$ cat src/rtl/ctrl_decode_pipe.sv
// Registered decode stage: decodes one instruction per cycle into a control
// bundle, buffers it in a skid FIFO and serialises SYSTEM/illegal
// instructions per hart until execute reports them retired.

package ctrl_decode_pkg;
   typedef enum logic [3:0] {ADD, SUB, SLL, SLT, SLTU, XOR, SRL, SRA, OR, AND} aluop_e;
   typedef enum logic [2:0] {BEQ = 3'd0, BNE = 3'd1, BLT = 3'd4, BGE = 3'd5,
                             BLTU = 3'd6, BGEU = 3'd7} brop_e;
   typedef enum logic [2:0] {RDCYCLE, RDCYCLEH, RDTIME, RDTIMEH, RDINSTRET, RDINSTRETH,
                             SCALL, SBREAK} sysop_e;
   typedef enum logic [1:0] {ALU, BRANCH, SYSTEM_UNIT} exe_unit_e;
   typedef enum logic [2:0] {LW, LB, LH, LBU, LHU} ldop_e;
   typedef enum logic [1:0] {SW, SB, SH} sop_e;

   // All-zero value is the idle bundle (ADD/BEQ/RDCYCLE/LW/SW, no side effects).
   typedef struct packed {
      logic [4:0] rd;
      logic [4:0] rs1;
      logic [4:0] rs2;
      logic       regwrite;
      logic       memwrite;
      logic       memaccess;
      logic       alu_srcb;
      logic       jalr;
      logic [1:0] memtoreg;
      logic [1:0] alu_srca;
      aluop_e     aluop;
      brop_e      brop;
      sysop_e     sysop;
      exe_unit_e  exe_unit;
      ldop_e      ldop;
      sop_e       sop;
      logic       muldiv;
      logic [2:0] mdop;
      logic       illegal;
   } bundle_t;
endpackage

module ctrl_decode_pipe
   import ctrl_decode_pkg::*;
#(
   parameter int NUM_HARTS  = 2,
   parameter bit EN_MULDIV  = 1'b1,
   parameter int FIFO_DEPTH = 2,
   localparam int HART_W    = (NUM_HARTS > 1) ? $clog2(NUM_HARTS) : 1
) (
   input  logic                 i_clk,
   input  logic                 i_rst,
   input  logic                 i_flush,
   input  logic                 i_valid,
   output logic                 o_ready,
   input  logic [31:0]          i_instr,
   input  logic [HART_W-1:0]    i_hart,
   input  logic [NUM_HARTS-1:0] i_sys_done,
   output logic                 o_valid,
   input  logic                 i_ready,
   output logic [HART_W-1:0]    o_hart,
   output logic [4:0]           o_rd,
   output logic [4:0]           o_rs1,
   output logic [4:0]           o_rs2,
   output logic                 o_regwrite,
   output logic                 o_memwrite,
   output logic                 o_memaccess,
   output logic                 o_alu_srcb,
   output logic                 o_jalr,
   output logic [1:0]           o_memtoreg,
   output logic [1:0]           o_alu_srca,
   output aluop_e               o_aluop,
   output brop_e                o_brop,
   output sysop_e               o_sysop,
   output exe_unit_e            o_exe_unit,
   output ldop_e                o_ldop,
   output sop_e                 o_sop,
   output logic                 o_muldiv,
   output logic [2:0]           o_mdop,
   output logic                 o_illegal,
   output logic [NUM_HARTS-1:0] o_hart_locked
);
   localparam int PTR_W = $clog2(FIFO_DEPTH);
   localparam int CNT_W = PTR_W + 1;

   localparam logic [6:0] OP_LOAD = 7'b0000011, OP_STORE = 7'b0100011, OP_ALCI = 7'b0010011,
                          OP_ALCR = 7'b0110011, OP_LUI = 7'b0110111, OP_AUIPC = 7'b0010111,
                          OP_JAL = 7'b1101111, OP_JALR = 7'b1100111, OP_BRANCH = 7'b1100011,
                          OP_SYSTEM = 7'b1110011;

   typedef enum logic {RUN, LOCKED} lock_state_e;

   function automatic aluop_e alu_sel(input logic [2:0] f3, input logic alt);
      case (f3)
         3'b000:  return alt ? SUB : ADD;
         3'b001:  return SLL;
         3'b010:  return SLT;
         3'b011:  return SLTU;
         3'b100:  return XOR;
         3'b101:  return alt ? SRA : SRL;
         3'b110:  return OR;
         default: return AND;
      endcase
   endfunction

   logic [6:0]  opc, f7;
   logic [2:0]  f3;
   logic [11:0] csr;
   bundle_t     dec, head;
   logic        bad, use_rd, use_rs1, use_rs2;
   logic        accept, pop, hart_lk;
   logic [PTR_W-1:0] wr_ptr, rd_ptr;
   logic [CNT_W-1:0] cnt;
   bundle_t          mem  [FIFO_DEPTH];
   logic [HART_W-1:0] hmem [FIFO_DEPTH];

   assign opc = i_instr[6:0];
   assign f3  = i_instr[14:12];
   assign f7  = i_instr[31:25];
   assign csr = i_instr[31:20];

   // Decode; register fields are passed only for formats that use them.
   always_comb begin
      dec = '0; bad = 1'b0; use_rd = 1'b0; use_rs1 = 1'b0; use_rs2 = 1'b0;
      case (opc)
         OP_LOAD: begin
            dec.regwrite = 1'b1; dec.memtoreg = 2'b01; dec.alu_srcb = 1'b1;
            dec.memaccess = 1'b1; use_rd = 1'b1; use_rs1 = 1'b1;
            case (f3)
               3'b000:  dec.ldop = LB;
               3'b001:  dec.ldop = LH;
               3'b100:  dec.ldop = LBU;
               3'b101:  dec.ldop = LHU;
               default: dec.ldop = LW;
            endcase
         end
         OP_STORE: begin
            dec.memwrite = 1'b1; dec.memaccess = 1'b1; dec.alu_srcb = 1'b1;
            use_rs1 = 1'b1; use_rs2 = 1'b1;
            case (f3)
               3'b000:  dec.sop = SB;
               3'b001:  dec.sop = SH;
               default: dec.sop = SW;
            endcase
         end
         OP_ALCI: begin
            dec.regwrite = 1'b1; dec.alu_srcb = 1'b1; use_rd = 1'b1; use_rs1 = 1'b1;
            // only the shift-right slot carries an alternate op for immediates
            dec.aluop = alu_sel(f3, (f3 == 3'b101) && f7[5]);
         end
         OP_ALCR: begin
            dec.regwrite = 1'b1; use_rd = 1'b1; use_rs1 = 1'b1; use_rs2 = 1'b1;
            if (f7 == 7'b0000000 || f7 == 7'b0100000) dec.aluop = alu_sel(f3, f7[5]);
            else if (EN_MULDIV && f7 == 7'b0000001) begin
               dec.muldiv = 1'b1; dec.mdop = f3;
            end else bad = 1'b1;
         end
         OP_LUI:   begin dec.regwrite = 1'b1; dec.alu_srca = 2'd2; dec.alu_srcb = 1'b1; use_rd = 1'b1; end
         OP_AUIPC: begin dec.regwrite = 1'b1; dec.alu_srca = 2'd1; use_rd = 1'b1; end
         OP_JAL:   begin dec.regwrite = 1'b1; dec.memtoreg = 2'b10; use_rd = 1'b1; end
         OP_JALR: begin
            dec.regwrite = 1'b1; dec.memtoreg = 2'b10; dec.jalr = 1'b1;
            use_rd = 1'b1; use_rs1 = 1'b1;
         end
         OP_BRANCH: begin
            dec.exe_unit = BRANCH; use_rs1 = 1'b1; use_rs2 = 1'b1;
            case (f3)
               3'b001:  dec.brop = BNE;
               3'b100:  dec.brop = BLT;
               3'b101:  dec.brop = BGE;
               3'b110:  dec.brop = BLTU;
               3'b111:  dec.brop = BGEU;
               default: dec.brop = BEQ;
            endcase
         end
         OP_SYSTEM: begin
            dec.exe_unit = SYSTEM_UNIT;
            if (f3 == 3'b000) dec.sysop = i_instr[20] ? SBREAK : SCALL;
            else if (f3 == 3'b010) begin
               dec.regwrite = 1'b1; use_rd = 1'b1;
               case (csr)
                  12'hC00: dec.sysop = RDCYCLE;
                  12'hC80: dec.sysop = RDCYCLEH;
                  12'hC01: dec.sysop = RDTIME;
                  12'hC81: dec.sysop = RDTIMEH;
                  12'hC02: dec.sysop = RDINSTRET;
                  12'hC82: dec.sysop = RDINSTRETH;
                  default: bad = 1'b1;
               endcase
            end else bad = 1'b1;
         end
         default: bad = 1'b1;
      endcase
      if (use_rd)  dec.rd  = i_instr[11:7];
      if (use_rs1) dec.rs1 = i_instr[19:15];
      if (use_rs2) dec.rs2 = i_instr[24:20];
      if (bad) begin
         dec = '0; dec.illegal = 1'b1; dec.exe_unit = SYSTEM_UNIT;
      end
   end

   // Lock state of the issuing hart (out-of-range tags read as unlocked).
   always_comb begin
      hart_lk = 1'b0;
      for (int h = 0; h < NUM_HARTS; h++)
         if (i_hart == HART_W'(h)) hart_lk = o_hart_locked[h];
   end

   assign o_valid = (cnt != '0);
   assign pop     = o_valid & i_ready;
   assign o_ready = !i_rst && !i_flush && ((cnt < CNT_W'(FIFO_DEPTH)) || pop) && !hart_lk;
   assign accept  = i_valid & o_ready;

   // FIFO pointers and occupancy; flush wins over push/pop.
   always_ff @(posedge i_clk or posedge i_rst) begin
      if (i_rst) begin
         wr_ptr <= '0; rd_ptr <= '0; cnt <= '0;
      end else if (i_flush) begin
         wr_ptr <= '0; rd_ptr <= '0; cnt <= '0;
      end else begin
         if (accept) wr_ptr <= wr_ptr + PTR_W'(1);
         if (pop)    rd_ptr <= rd_ptr + PTR_W'(1);
         cnt <= cnt + CNT_W'(accept) - CNT_W'(pop);
      end
   end

   // Entry storage; contents only matter while counted as valid.
   always_ff @(posedge i_clk) begin
      if (accept) begin
         mem[wr_ptr]  <= dec;
         hmem[wr_ptr] <= i_hart;
      end
   end

   // Empty FIFO presents the idle bundle so nothing undefined escapes.
   assign head   = o_valid ? mem[rd_ptr] : '0;
   assign o_hart = o_valid ? hmem[rd_ptr] : '0;

   assign o_rd = head.rd;             assign o_rs1 = head.rs1;           assign o_rs2 = head.rs2;
   assign o_regwrite = head.regwrite; assign o_memwrite = head.memwrite;
   assign o_memaccess = head.memaccess; assign o_alu_srcb = head.alu_srcb;
   assign o_jalr = head.jalr;         assign o_memtoreg = head.memtoreg; assign o_alu_srca = head.alu_srca;
   assign o_aluop = head.aluop;       assign o_brop = head.brop;         assign o_sysop = head.sysop;
   assign o_exe_unit = head.exe_unit; assign o_ldop = head.ldop;         assign o_sop = head.sop;
   assign o_muldiv = head.muldiv;     assign o_mdop = head.mdop;         assign o_illegal = head.illegal;

   for (genvar h = 0; h < NUM_HARTS; h++) begin : g_hart
      lock_state_e st, st_nxt;
      logic        lock_set;

      assign lock_set = accept && (dec.exe_unit == SYSTEM_UNIT) && (i_hart == HART_W'(h));

      // Per-hart lock state register.
      always_ff @(posedge i_clk or posedge i_rst) begin
         if (i_rst) st <= RUN;
         else       st <= st_nxt;
      end

      // Lock on SYSTEM/illegal acceptance, release on retire; new lock beats done.
      always_comb begin
         st_nxt = st;
         if (i_flush) st_nxt = RUN;
         else begin
            case (st)
               RUN:     if (lock_set) st_nxt = LOCKED;
               LOCKED:  if (i_sys_done[h] && !lock_set) st_nxt = RUN;
               default: st_nxt = RUN;
            endcase
         end
      end

      assign o_hart_locked[h] = (st == LOCKED);
   end
endmodule

$ cat config.mk
export PLATFORM = sky130hd
export DESIGN_NAME = ctrl_decode_pipe
export DESIGN_NICKNAME = d
export VERILOG_FILES = /design/src/rtl/ctrl_decode_pipe.sv
export SDC_FILE = /design/constraint.sdc
export NUM_CORES = 1
export LEC_CHECK = 0
export BUFFER_PORTS_ARGS = -buffer_cell sky130_fd_sc_hd__buf_2
export CORE_ASPECT_RATIO = 1.4
export CORE_MARGIN = 4
export CORE_UTILIZATION = 30
export CTS_CLUSTER_SIZE = 14
export DETAILED_ROUTE_END_ITERATION = 16
export GPL_TIMING_DRIVEN = 0
export HOLD_SLACK_MARGIN = 0.1
export SYNTH_ARGS = -nofsm -noshare
export SYNTH_HDL_FRONTEND = slang
export SYNTH_SLANG_ARGS = --single-unit
$ cat constraint.sdc
create_clock -name i_clk -period 5.85 [get_ports i_clk]
set_input_delay 0.2925 -clock i_clk [delete_from_list [all_inputs] [get_ports i_clk]]
set_output_delay 0.2925 -clock i_clk [all_outputs]
set_load 0.1 [all_outputs]
### Yosys cells after proc, flatten, opt, wreduce, memory -nomap -nowiden

Memory sizes are Yosys's and may differ from the RTL's.
Index checks and enable logic that the tools add are counted.

| operators by class | value |
|---|---|
| $add $sub $neg | 4 |
| magnitude comparators | 1 |
| eq/ne operators | 26 |
| muxes and demuxes | 62 |
| bitwise operators | 5 |
| reductions and logical operators | 29 |

Operator list:

| operator | number |
|---|---|
| two-way mux 46 bit | 2 |
| == test 12 bit, second input constant | 6 |
| case mux 4 bit (7 select lines) | 2 |
| two-way mux 1 bit | 32 |
| case mux 3 bit (5 select lines) | 2 |
| == test 7 x 6 -> 1 bit, second input constant | 4 |
| == test 7 bit, second input constant | 4 |
| two-way mux 4 bit | 4 |
| case mux 2 bit (2 select lines) | 4 |
| two-way mux 3 bit | 5 |
| two-way mux 5 bit | 3 |
| == test 7 x 5 -> 1 bit, second input constant | 2 |
| == test 3 bit, second input constant | 4 |
| case mux 3 bit (4 select lines) | 1 |
| OR reduction 6 bit | 2 |
| logical AND 1 bit | 9 |
| case mux 4 bit (2 select lines) | 1 |
| OR reduction 8 bit | 1 |
| == test 7 x 1 -> 1 bit, second input constant | 1 |
| == test 7 x 2 -> 1 bit, second input constant | 1 |
| logical NOT 7 bit | 1 |
| OR reduction 7 bit | 1 |
| == test 3 x 2 -> 1 bit, second input constant | 2 |
| case mux 1 bit (2 select lines) | 3 |
| 17 further kinds | 30 |

| storage, ports and cells | value |
|---|---|
| register bits | 6 |
| memory bits (writable) | 94 |
| output and inout bits | 51 |
| logic and storage cells | 134 |
| memories | 2 |

Memories:

| memory | depth | bits a word | rd ports | clocked after Yosys merged registers in | write ports | RTL line | text |
|---|---|---|---|---|---|---|---|
| mem | 2 | 46 | 1 | 0 | 1 | 110 | `bundle_t mem [FIFO_DEPTH];` |
| hmem | 2 | 1 | 1 | 0 | 1 | 111 | `logic [HART_W-1:0] hmem [FIFO_DEPTH];` |

### Depth between registers and ports, before layout

Gate-level depths: netlist of run 1.

| logic depth | value |
|---|---|
| depth in word-level cells | 15 |
| mapped depth | 8 |

### Worst setup path before layout of run 1

Ideal clock, no wire load.

| path | value |
|---|---|
| path kind | reg2reg |
| from | reg g_hart[1].st |
| to | mem hmem[0] in the netlist's numbering, enable pin |
| arrival | 2.723 ns |
| data required time | 5.398 ns |
| setup slack | 2.675 ns |
| cell stages (with the launch flop) | 4 |
| path buffers | 0 |
| period minus slack after synthesis | 3.175 ns |
| path through | dfrtp_1 > mux2i_1 > nand4_1 > nor2_1 |

| on the way | value |
|---|---|
| word-level cells in the longest chain between the ends | 6 |

Ends and longest elaborated chain:

| what | RTL line | text |
|---|---|---|
| start: declaration | 244 | `lock_state_e st, st_nxt;` |
| start signal: assignment | 252 | `else st <= st_nxt;` |
| two-way mux 1 bit | 202 | `if (i_hart == HART_W'(h)) hart_lk = o_hart_locked[h];` |
| logical NOT 1 bit | 207 | `assign o_ready = !i_rst && !i_flush && ((cnt < CNT_W'(FIFO_DEPTH)) \|\| pop) && !hart_lk;` |
| logical AND 1 bit | 207 |  |
| AND 1 bit | 208 | `assign accept = i_valid & o_ready;` |
| two-way mux 1 bit | 225 | `if (accept) begin` |
| two-way mux 1 bit (not written as such) | 227 | `hmem[wr_ptr] <= i_hart;` |
| end: declaration | 111 |  |

No other way between the ends.

### Final worst setup path of run 1

| path | value |
|---|---|
| from | reg rd_ptr |
| to | out o_memaccess |

| on the way | value |
|---|---|
| word-level cells in the longest chain between the ends | 2 |

Ends and longest elaborated chain:

| what | RTL line | text |
|---|---|---|
| start: declaration | 108 | `logic [PTR_W-1:0] wr_ptr, rd_ptr;` |
| start signal: assignment | 218 | `if (pop) rd_ptr <= rd_ptr + PTR_W'(1);` |
| memory read (2 x 46 bit) | - |  |
| two-way mux 46 bit | 232 | `assign head = o_valid ? mem[rd_ptr] : '0;` |
| end: declaration | 63 | `output logic o_memaccess,` |

No other way between the ends.

==> qor.yml, run 1 <==
cts_tree: "done"
path_max_fanout: 10
max_freq_ghz: 0.360
crit_arrival_ns: 2.48
crit_required_ns: 5.56
synth_cell_type_count: 55
slew_headroom_pct: 45.3
synth_area_leaders: "edfxtp_1 61%, mux2i_1 10%, nor2_1 5.4%"
clock_power_share_pct: 20.1
synth_top_cell_area_share_pct: 61.0
cts_sinks: 100
antenna_found_initial: 0
path_common_cell: "buf_2"
timing.final.ws_setup_ns: 3.07
path_cells: "clkbuf_1 -> buf_1 -> buf_2 -> mux2i_1 -> nor2_1 -> buf_2"
post-route-min-period_ns: 2.78
crit_path_end_kind: "output pin"
met1_usage_pct: 15.4
ir_drop_mv: 0.253
post_cts_buffers: 0
internal_power_w: 0.00140
clock_skew_ns: 0.00780
grt_util_met2_pct: 21.7
status: "finished clean"
io_pins: 91
grt_max_degree: 31
power_switching_w: 0.00156
final_util_pct: 37.6
setup_tns_ns: 0
cts_buffers: 9
rsz0062_at_grt: "no"
cellLeakagePower_nw: 2.22
cp_slowest_stage_delay_ns: 0.53
fillers: 1502
power_w: 0.00296
synth_area_sq_um: 4630
root_buffer: "clkbuf_16"
hold_viol_final: 0
drtAntennaViolNets: 0
crit_path_start_kind: "register"
synth_edf_count: 94
vias_per_cell: 4.70
pwr_density_cell_nw_per_um2: 523
start_util_pct: 30.8
syn_avg_cell_area_sq_um: 13.2
fp.dieH_um: 155
yosys_warnings: 0
routed_wl_um: 10800
wl_per_cell_um: 16.7
worstMarginPinSlew_ns: 0.821
dp_hpwl_um: 7990
grt_pass1_wl_um: 17000
setup_viol: 0
cts.repair.resized: 0
async_flop_share_pct: 6.00
port_buffers: 87
regArea_sq_um: 2970
multi_input_area_sq_um: 1490
drc: 0
postCtsHoldBufs: 1
hold_class: "input port to register"
clk_pin_slew_ns: 0.06
yosys.area.top_type: "edfxtp_1"
worstSkewPairLatency_ns: 0.34
top_usage_layer: "met2"
slowest_stage: "buf_1"
cap_viol_max_count: 0
ys_seq_area_share_pct: 64.2
criticalPathCategory: "register to output pin"
n_antenna_cell: 0
grt_util_met3_pct: 2.76
layout-drive-gt1-share_pct: 29.3
pre_cts_ws_ns: 3.36
gp_congestion: 0.779
fp.dieW_um: 113
area_delta_synth_final_pct: 22.3
ctsLongestPathBuffers: 2
placed_area_sq_um: 5350
synthFlopType: "edfxtp_1"
die-area_sq_um: 17500
grt_pass1_vias: 3200
nets: 495
syn_nets: 394
syn_inst: 352
first_pass_iters: 4
p_seq_share_pct: 27.4
p_comb_share_pct: 52.5
fin_area_sq_um: 5660
switching_share_pct: 52.7
vias: 3054
ys_ff_latch: 100
htreeDepth: 3
overflow: 0
finalMaxSlewViolations: 0
rows: 53
core-area_sq_um: 15100
drtIter0Drc: 148
grt.total_usage_pct: 12.5
period_share_pct: 47.4
## logic make-up after synthesis
kind of cell / synth area share [%]
buffers and inverters: 3.89
DFF: 64.2
adders and majority gates: 0.540
AOI/OAI and AO/OA: 3.16
muxes: 10.4
and+or+nand+nor: 16.7
xor gates and xnor gates: 1.14
## synth_stat cells (2+ instances only)
cell / count
buf_1: 2
nand4_1: 2
or3_1: 4
nor2_1: 67
clkbuf_1: 9
dfrtp_1: 6
mux2i_1: 48
buf_2: 2
xor2_1: 2
or3b_2: 3
edfxtp_1: 94
and3_1: 11
buf_4: 2
o22ai_1: 2
nor2b_1: 4
nand3b_1: 3
nand2_1: 9
nand3_1: 2
and2_1: 7
or4_1: 2
clkbuf_8: 3
nand2b_1: 4
inv_1: 12
a21oi_1: 6
xnor2_1: 4
and3_2: 6
nor3_1: 6
buf_6: 2
ha_1: 2
## critical path: cells and delay by family, from the launching register on
family / cells / cell delay [ns]
simple gates: 1 / 0.13
flops: 1 / 0.33
buf+inv: 4 / 1.56
mux: 1 / 0.13
## through the flow
| stage | hold slack (ns) | std cells |
|---|---|---|
| floorplan | 0.0835 | 352 |
| global placement | 0.222 | 631 |
| detailed placement | 0.229 | 633 |
| CTS | 0.143 | 650 |
| global route | 0.164 | 650 |
| finish | 0.148 | 650 |
## layout make-up
cell class	count	area share [%]
tap	192	4.24
clock buffer	14	4.66
sequential	100	52.5
inverter	12	0.795
clock inverter	2	0.619
buffer	21	2.39
multi-input combinational	219	26.2
timing repair buffer	90	8.57
## power by group through the flow
| stage | Sequential [W] | Combinational (W) | Clock [W] |
|---|---|---|---|
| after global routing | 0.000814 | 0.00162 | 0.000636 |
| after detailed placement | 0.000827 | 0.00157 | 0 |
| after global placement | 0.000828 | 0.00157 | 0 |
| final | 0.000811 | 0.00155 | 0.000596 |
| after CTS | 0.000812 | 0.00157 | 0.000608 |
| after floorplan | 0.000826 | 0.00131 | 0 |
## layer usage
metal | share of wire (%) | routed length, um | vias up
li1 | - | - | 1484
met1 | 43 | 4710 | 1490
met2 | 52 | 5620 | 74
met3 | 3.9 | 426 | 6
met4 | 0.74 | 80 | 0
met5 | 0 | 0 | -
## worst paths after layout
check,from,endpoint,slack [ns],cells after the start
hold / removal,i_sys_done[0],g_hart[0].st$_DFF_PP0_,0.15,2
min in group asynchronous,i_rst,g_hart[1].st$_DFF_PP0_,0.43,3
hold reg to reg,g_hart[0].st$_DFF_PP0_,g_hart[0].st$_DFF_PP0_,0.57,2
max in group asynchronous,i_rst,rd_ptr$_DFFE_PP0P_,5.23,3
setup reg to reg,g_hart[1].st$_DFF_PP0_,mem[0][30]$_DFFE_PP_,3.84,4
setup / recovery,rd_ptr$_DFFE_PP0P_,o_memaccess,3.07,6
## sequential cells by signal (all words and copies together), names as in the netlist
| signal | cells |
|---|---|
| g_hart.st | 2 |
| hmem | 2 |
| wr_ptr | 1 |
| cnt | 2 |
| rd_ptr | 1 |
| mem | 92 |
## cells in the final DEF (no fill, tap or decap), drive strengths merged, types with 3 or more instances in the layout
master / Yosys / final
edfxtp: 94 / 94
or3: 5 / 5
buf: 8 / 97
nand2b: 4 / 4
nand3b: 3 / 3
nor2b: 4 / 4
nor2: 68 / 68
a21oi: 6 / 6
mux2i: 48 / 48
nand3: 3 / 3
clkbuf: 13 / 27
inv: 12 / 12
dfrtp: 6 / 6
and3: 17 / 17
nor3: 6 / 6
xnor2: 4 / 4
or3b: 3 / 3
and2: 7 / 7
nand2: 9 / 9
Note: power is estimated with default switching activity, not from simulation.
==> run 2, diff against run 1 <==
==> constraint.sdc (replaced) <==
create_clock -name i_clk -period 2.6 [get_ports i_clk]
set_input_delay 0.13 -clock i_clk [delete_from_list [all_inputs] [get_ports i_clk]]
set_output_delay 0.13 -clock i_clk [all_outputs]
set_load 0.1 [all_outputs]
==> qor.yml, run 2 (same netlist as run 1, synthesis figures left out) <==
status: "finished clean"
worstMarginPinSlew_ns: 1.16
cts_buffers: 9
post-route-min-period_ns: 2.40
period_share_pct: 92.4
root_buffer: "clkbuf_16"
area_delta_synth_final_pct: 23.8
vias: 3060
port_buffers: 87
grt_pass1_vias: 3238
drtAntennaViolNets: 0
hold_class: "input port to register"
finalMaxSlewViolations: 0
ir_drop_mv: 0.536
htreeDepth: 3
clock_skew_ns: 0.00822
slew_headroom_pct: 22.5
final_common_cell: "edfxtp_1"
hold_viol_final: 0
route.met2.wl_um: 5640
placed_area_sq_um: 5380
cap_viol_max_count: 0
rsz0062_at_grt: "no"
die-area_sq_um: 17500
setup_viol: 0
layout_common_cells: "94 x edfxtp_1, 90 x buf_2, 48 x mux2i_1"
top_layer: "met5"
crit_required_ns: 2.47
worstSkewPairLatency_ns: 0.34
grt_pass1_wl_um: 16800
cts_tree: "done"
first_pass_iters: 4
largest_register_ffs: 92
final_util_pct: 38.1
pwr_density_cell_nw_per_um2: 1170
ctsLongestPathBuffers: 2
criticalPathCategory: "register to output pin"
fp.dieW_um: 113
cellLeakagePower_nw: 2.23
wl_per_cell_um: 16.6
timing.final.ws_setup_ns: 0.198
max_freq_ghz: 0.416
path_max_fanout: 10
power_w: 0.00669
fillers: 1458
gp_congestion: 0.789
crit_path_end_kind: "output pin"
grt_max_degree: 48
dp_hpwl_um: 7940
crit_path_start_kind: "register"
drc: 0
antenna_found_initial: 1
fp.dieH_um: 155
wl_met1_um: 4520
grt.total_usage_pct: 12.4
setup_tns_ns: 0
pre_cts_ws_ns: 0.278
crit_arrival_ns: 2.27
cts_sinks: 100
io_pins: 91
drtIter0Drc: 136
routed_wl_um: 10800
overflow: 0
nets: 499
wl_met3_um: 494
n_antenna_cell: 0
fin_area_sq_um: 5730
rows: 53
layout-drive-gt1-share_pct: 33.3
top_register: "mem"
post_cts_buffers: 0
clk_pin_slew_ns: 0.07
vias_per_cell: 4.68
core-area_sq_um: 15100
start_util_pct: 30.8
run 2: final timing paths:
check / from / endpoint / slack, ns / cells after the start
max reg2reg: g_hart[1].st$_DFF_PP0_ / mem[1][28]$_DFFE_PP_ / 0.40 / 3
max in group asynchronous: i_rst / rd_ptr$_DFFE_PP0P_ / 2.14 / 3
min in group asynchronous: i_rst / g_hart[1].st$_DFF_PP0_ / 0.27 / 3
min: i_instr[7] / mem[0][41]$_DFFE_PP_ / 0.13 / 2
max: cnt[1]$_DFF_PP0_ / o_alu_srca[1] / 0.20 / 5
min reg2reg: wr_ptr$_DFFE_PP0P_ / wr_ptr$_DFFE_PP0P_ / 0.65 / 2
run 2: per-stage QoR:
stage               hold WS [ns]  instances
floorplan                -0.0790        352
global placement          0.0590        631
detailed placement        0.0670        632
CTS                        0.115        654
global route               0.126        654
finish                     0.131        654
run 2: area by class of cell:
type / instances / area [sq um] / area share [%]
multi-input cells: 219 / 1530 / 26.7
clock buffers: 11 / 233 / 4.06
inverters: 12 / 45.0 / 0.786
plain buffers: 21 / 139 / 2.42
well taps: 192 / 240 / 4.19
repair buffers: 94 / 515 / 9.00
clock inverters: 5 / 52.6 / 0.917
flip-flops and latches: 100 / 2970 / 51.9
run 2: timing repair:
| action | in CTS | in global routing |
|---|---|---|
| endpoints found under the hold margin | 14 | 0 |
| gates resized for setup | 1 | 4 |
| setup endpoints to repair | 19 | 20 |
| hold buffers | 6 | 0 |
run 2: power by group:
group          total, W  leakage [nW]  switching, W  internal, W
Combinational   0.00357          1.11       0.00299     0.000585
Clock           0.00129         0.131      0.000548     0.000740
Sequential      0.00183         0.991     0.0000201      0.00181
run 2: worst max-delay path, stage by stage (launching register included):
cell and delay (ns):
dfrtp_1 0.40, nor2_1 0.19, clkbuf_1 0.43, clkbuf_1 0.45, nor2_1 0.14, buf_2 0.32
run 2: layer usage:
metal | up-vias | GRT usage (%)
li1 | 1491 | -
met1 | 1479 | 14.4
met2 | 70 | 22.2
met3 | 18 | 3.07
met4 | 2 | 3.95
met5 | - | 0
==> run 3, diff against run 2 <==
--- a/config.mk
+++ b/config.mk
@@ -8,11 +8,12 @@
 export BUFFER_PORTS_ARGS = -buffer_cell sky130_fd_sc_hd__buf_2
 export CORE_ASPECT_RATIO = 1.4
 export CORE_MARGIN = 4
-export CORE_UTILIZATION = 30
+export CORE_UTILIZATION = 50
 export CTS_CLUSTER_SIZE = 14
 export DETAILED_ROUTE_END_ITERATION = 16
 export GPL_TIMING_DRIVEN = 0
 export HOLD_SLACK_MARGIN = 0.1
+export PLACE_DENSITY = 0.73
 export SYNTH_ARGS = -nofsm -noshare
 export SYNTH_HDL_FRONTEND = slang
 export SYNTH_SLANG_ARGS = --single-unit
==> qor.yml, run 3 (same netlist as run 1, synthesis figures left out) <==
grt_pass1_wl_um: 15300
wl_per_cell_um: 17.2
timing.final.ws_setup_ns: 0.266
overflow: 0
fp.dieW_um: 89.3
cts_tree: "done"
clk_pin_slew_ns: 0.06
ir_drop_mv: 1.12
routed_wl_um: 9800
status: "finished clean"
vias: 3100
crit_path_end_kind: "output pin"
first_pass_iters: 4
drtIter0Drc: 136
layout_common_cells: "94 x edfxtp_1, 90 x buf_2, 48 x mux2i_1"
antenna_found_initial: 0
core-area_sq_um: 9030
pre_cts_ws_ns: 0.344
ctsLongestPathBuffers: 2
rows: 41
root_buffer: "clkbuf_16"
post-route-min-period_ns: 2.33
crit_required_ns: 2.47
final_common_cell: "edfxtp_1"
max_freq_ghz: 0.428
cts_buffers: 9
nets: 499
cellLeakagePower_nw: 2.25
setup_viol: 0
io_pins: 91
rsz0062_at_grt: "no"
clock_skew_ns: 0.00503
htreeDepth: 3
start_util_pct: 51.3
grt_pass1_vias: 3076
drc: 0
slew_headroom_pct: 21.2
worstSkewPairLatency_ns: 0.33
grt.total_usage_pct: 18.7
fp.dieH_um: 122
vias_per_cell: 5.45
finalHoldWorstSlack_ns: 0.131
period_share_pct: 89.8
finalMaxSlewViolations: 0
hold_class: "input port to register"
largest_register_ffs: 92
n_antenna_cell: 0
dp_hpwl_um: 6920
criticalPathCategory: "register to output pin"
cts_sinks: 100
die-area_sq_um: 10900
crit_arrival_ns: 2.20
port_buffers: 87
top_register: "mem"
path_max_fanout: 10
gp_congestion: 0.867
drtAntennaViolNets: 0
worstMarginPinSlew_ns: 1.18
cap_viol_max_count: 0
fillers: 728
area_delta_synth_final_pct: 22.0
crit_path_start_kind: "register"
layout-drive-gt1-share_pct: 33.3
grt_max_degree: 48
pwr_density_cell_nw_per_um2: 1190
hold_viol_final: 0
## run 3: metrics by stage
stage                     instances  utilization [%]  TNS, ns  total power [W]  instance area, sq um
after floorplan                 352                -        0          0.00488                  4680
after global placement          546             58.1   -26.41          0.00540                  5250
after detailed placement        547             58.4        0          0.00542                  5280
after CTS                       569             62.5        0          0.00680                  5640
after global routing            569             62.5        0          0.00699                  5650
final                           569             62.5        0          0.00674                  5650
## run 3: area by class of cell
type,instances,area (sq um),share of cell area [%]
plain buffers,21,139,2.46
clock buffers,10,229,4.05
well taps,107,134,2.37
repair buffers,94,515,9.13
clock inverters,6,78.8,1.40
inverters,12,45.0,0.798
multi-input cells,219,1530,27.1
flip-flops and latches,100,2970,52.6
## run 3: layer usage
layer  track usage (%)  part of all wire [%]  up-vias
met5                 0                     0        -
met4              8.01                   1.9        0
met3              2.50                   4.3       13
met2              32.1                    53       90
met1              23.4                    41     1507
li1                  -                     -     1490
## run 3: critical path: stages, from the launching register on
cell and delay, ns:
dfrtp_1 0.40, nor2_1 0.19, clkbuf_1 0.42, clkbuf_1 0.43
nor2_1 0.11, buf_2 0.31
## run 3: timing repair
action                     CTS  global route
resized for setup            1             4
hold endpoints to repair    14             0
hold buffers                 6             0
setup endpoints to repair   10            20
buffers inserted             0             0
## run 3: power breakdown
part / total [W] / internal (W) / switching [W] / leakage [nW]
sequential: 0.00183 / 0.00181 / 0.0000213 / 0.991
clock: 0.00137 / 0.000833 / 0.000533 / 0.145
combinational: 0.00355 / 0.000584 / 0.00296 / 1.11
total: 0.00674 / 0.00322 / 0.00352 / 2.25
## run 3: path summary, 6_finish.rpt
kind                                   startpoint                     end  slack [ns]  cells past startpoint
min in group asynchronous                   i_rst        cnt[1]$_DFF_PP0_        0.26                      3
max reg2reg                g_hart[1].st$_DFF_PP0_    mem[1][25]$_DFFE_PP_        0.45                      3
min                                   i_instr[19]    mem[0][40]$_DFFE_PP_        0.13                      2
min reg2reg                    wr_ptr$_DFFE_PP0P_      wr_ptr$_DFFE_PP0P_        0.62                      2
max in group asynchronous                   i_rst  g_hart[0].st$_DFF_PP0_        2.14                      3
max                              cnt[1]$_DFF_PP0_           o_alu_srca[0]        0.27                      5
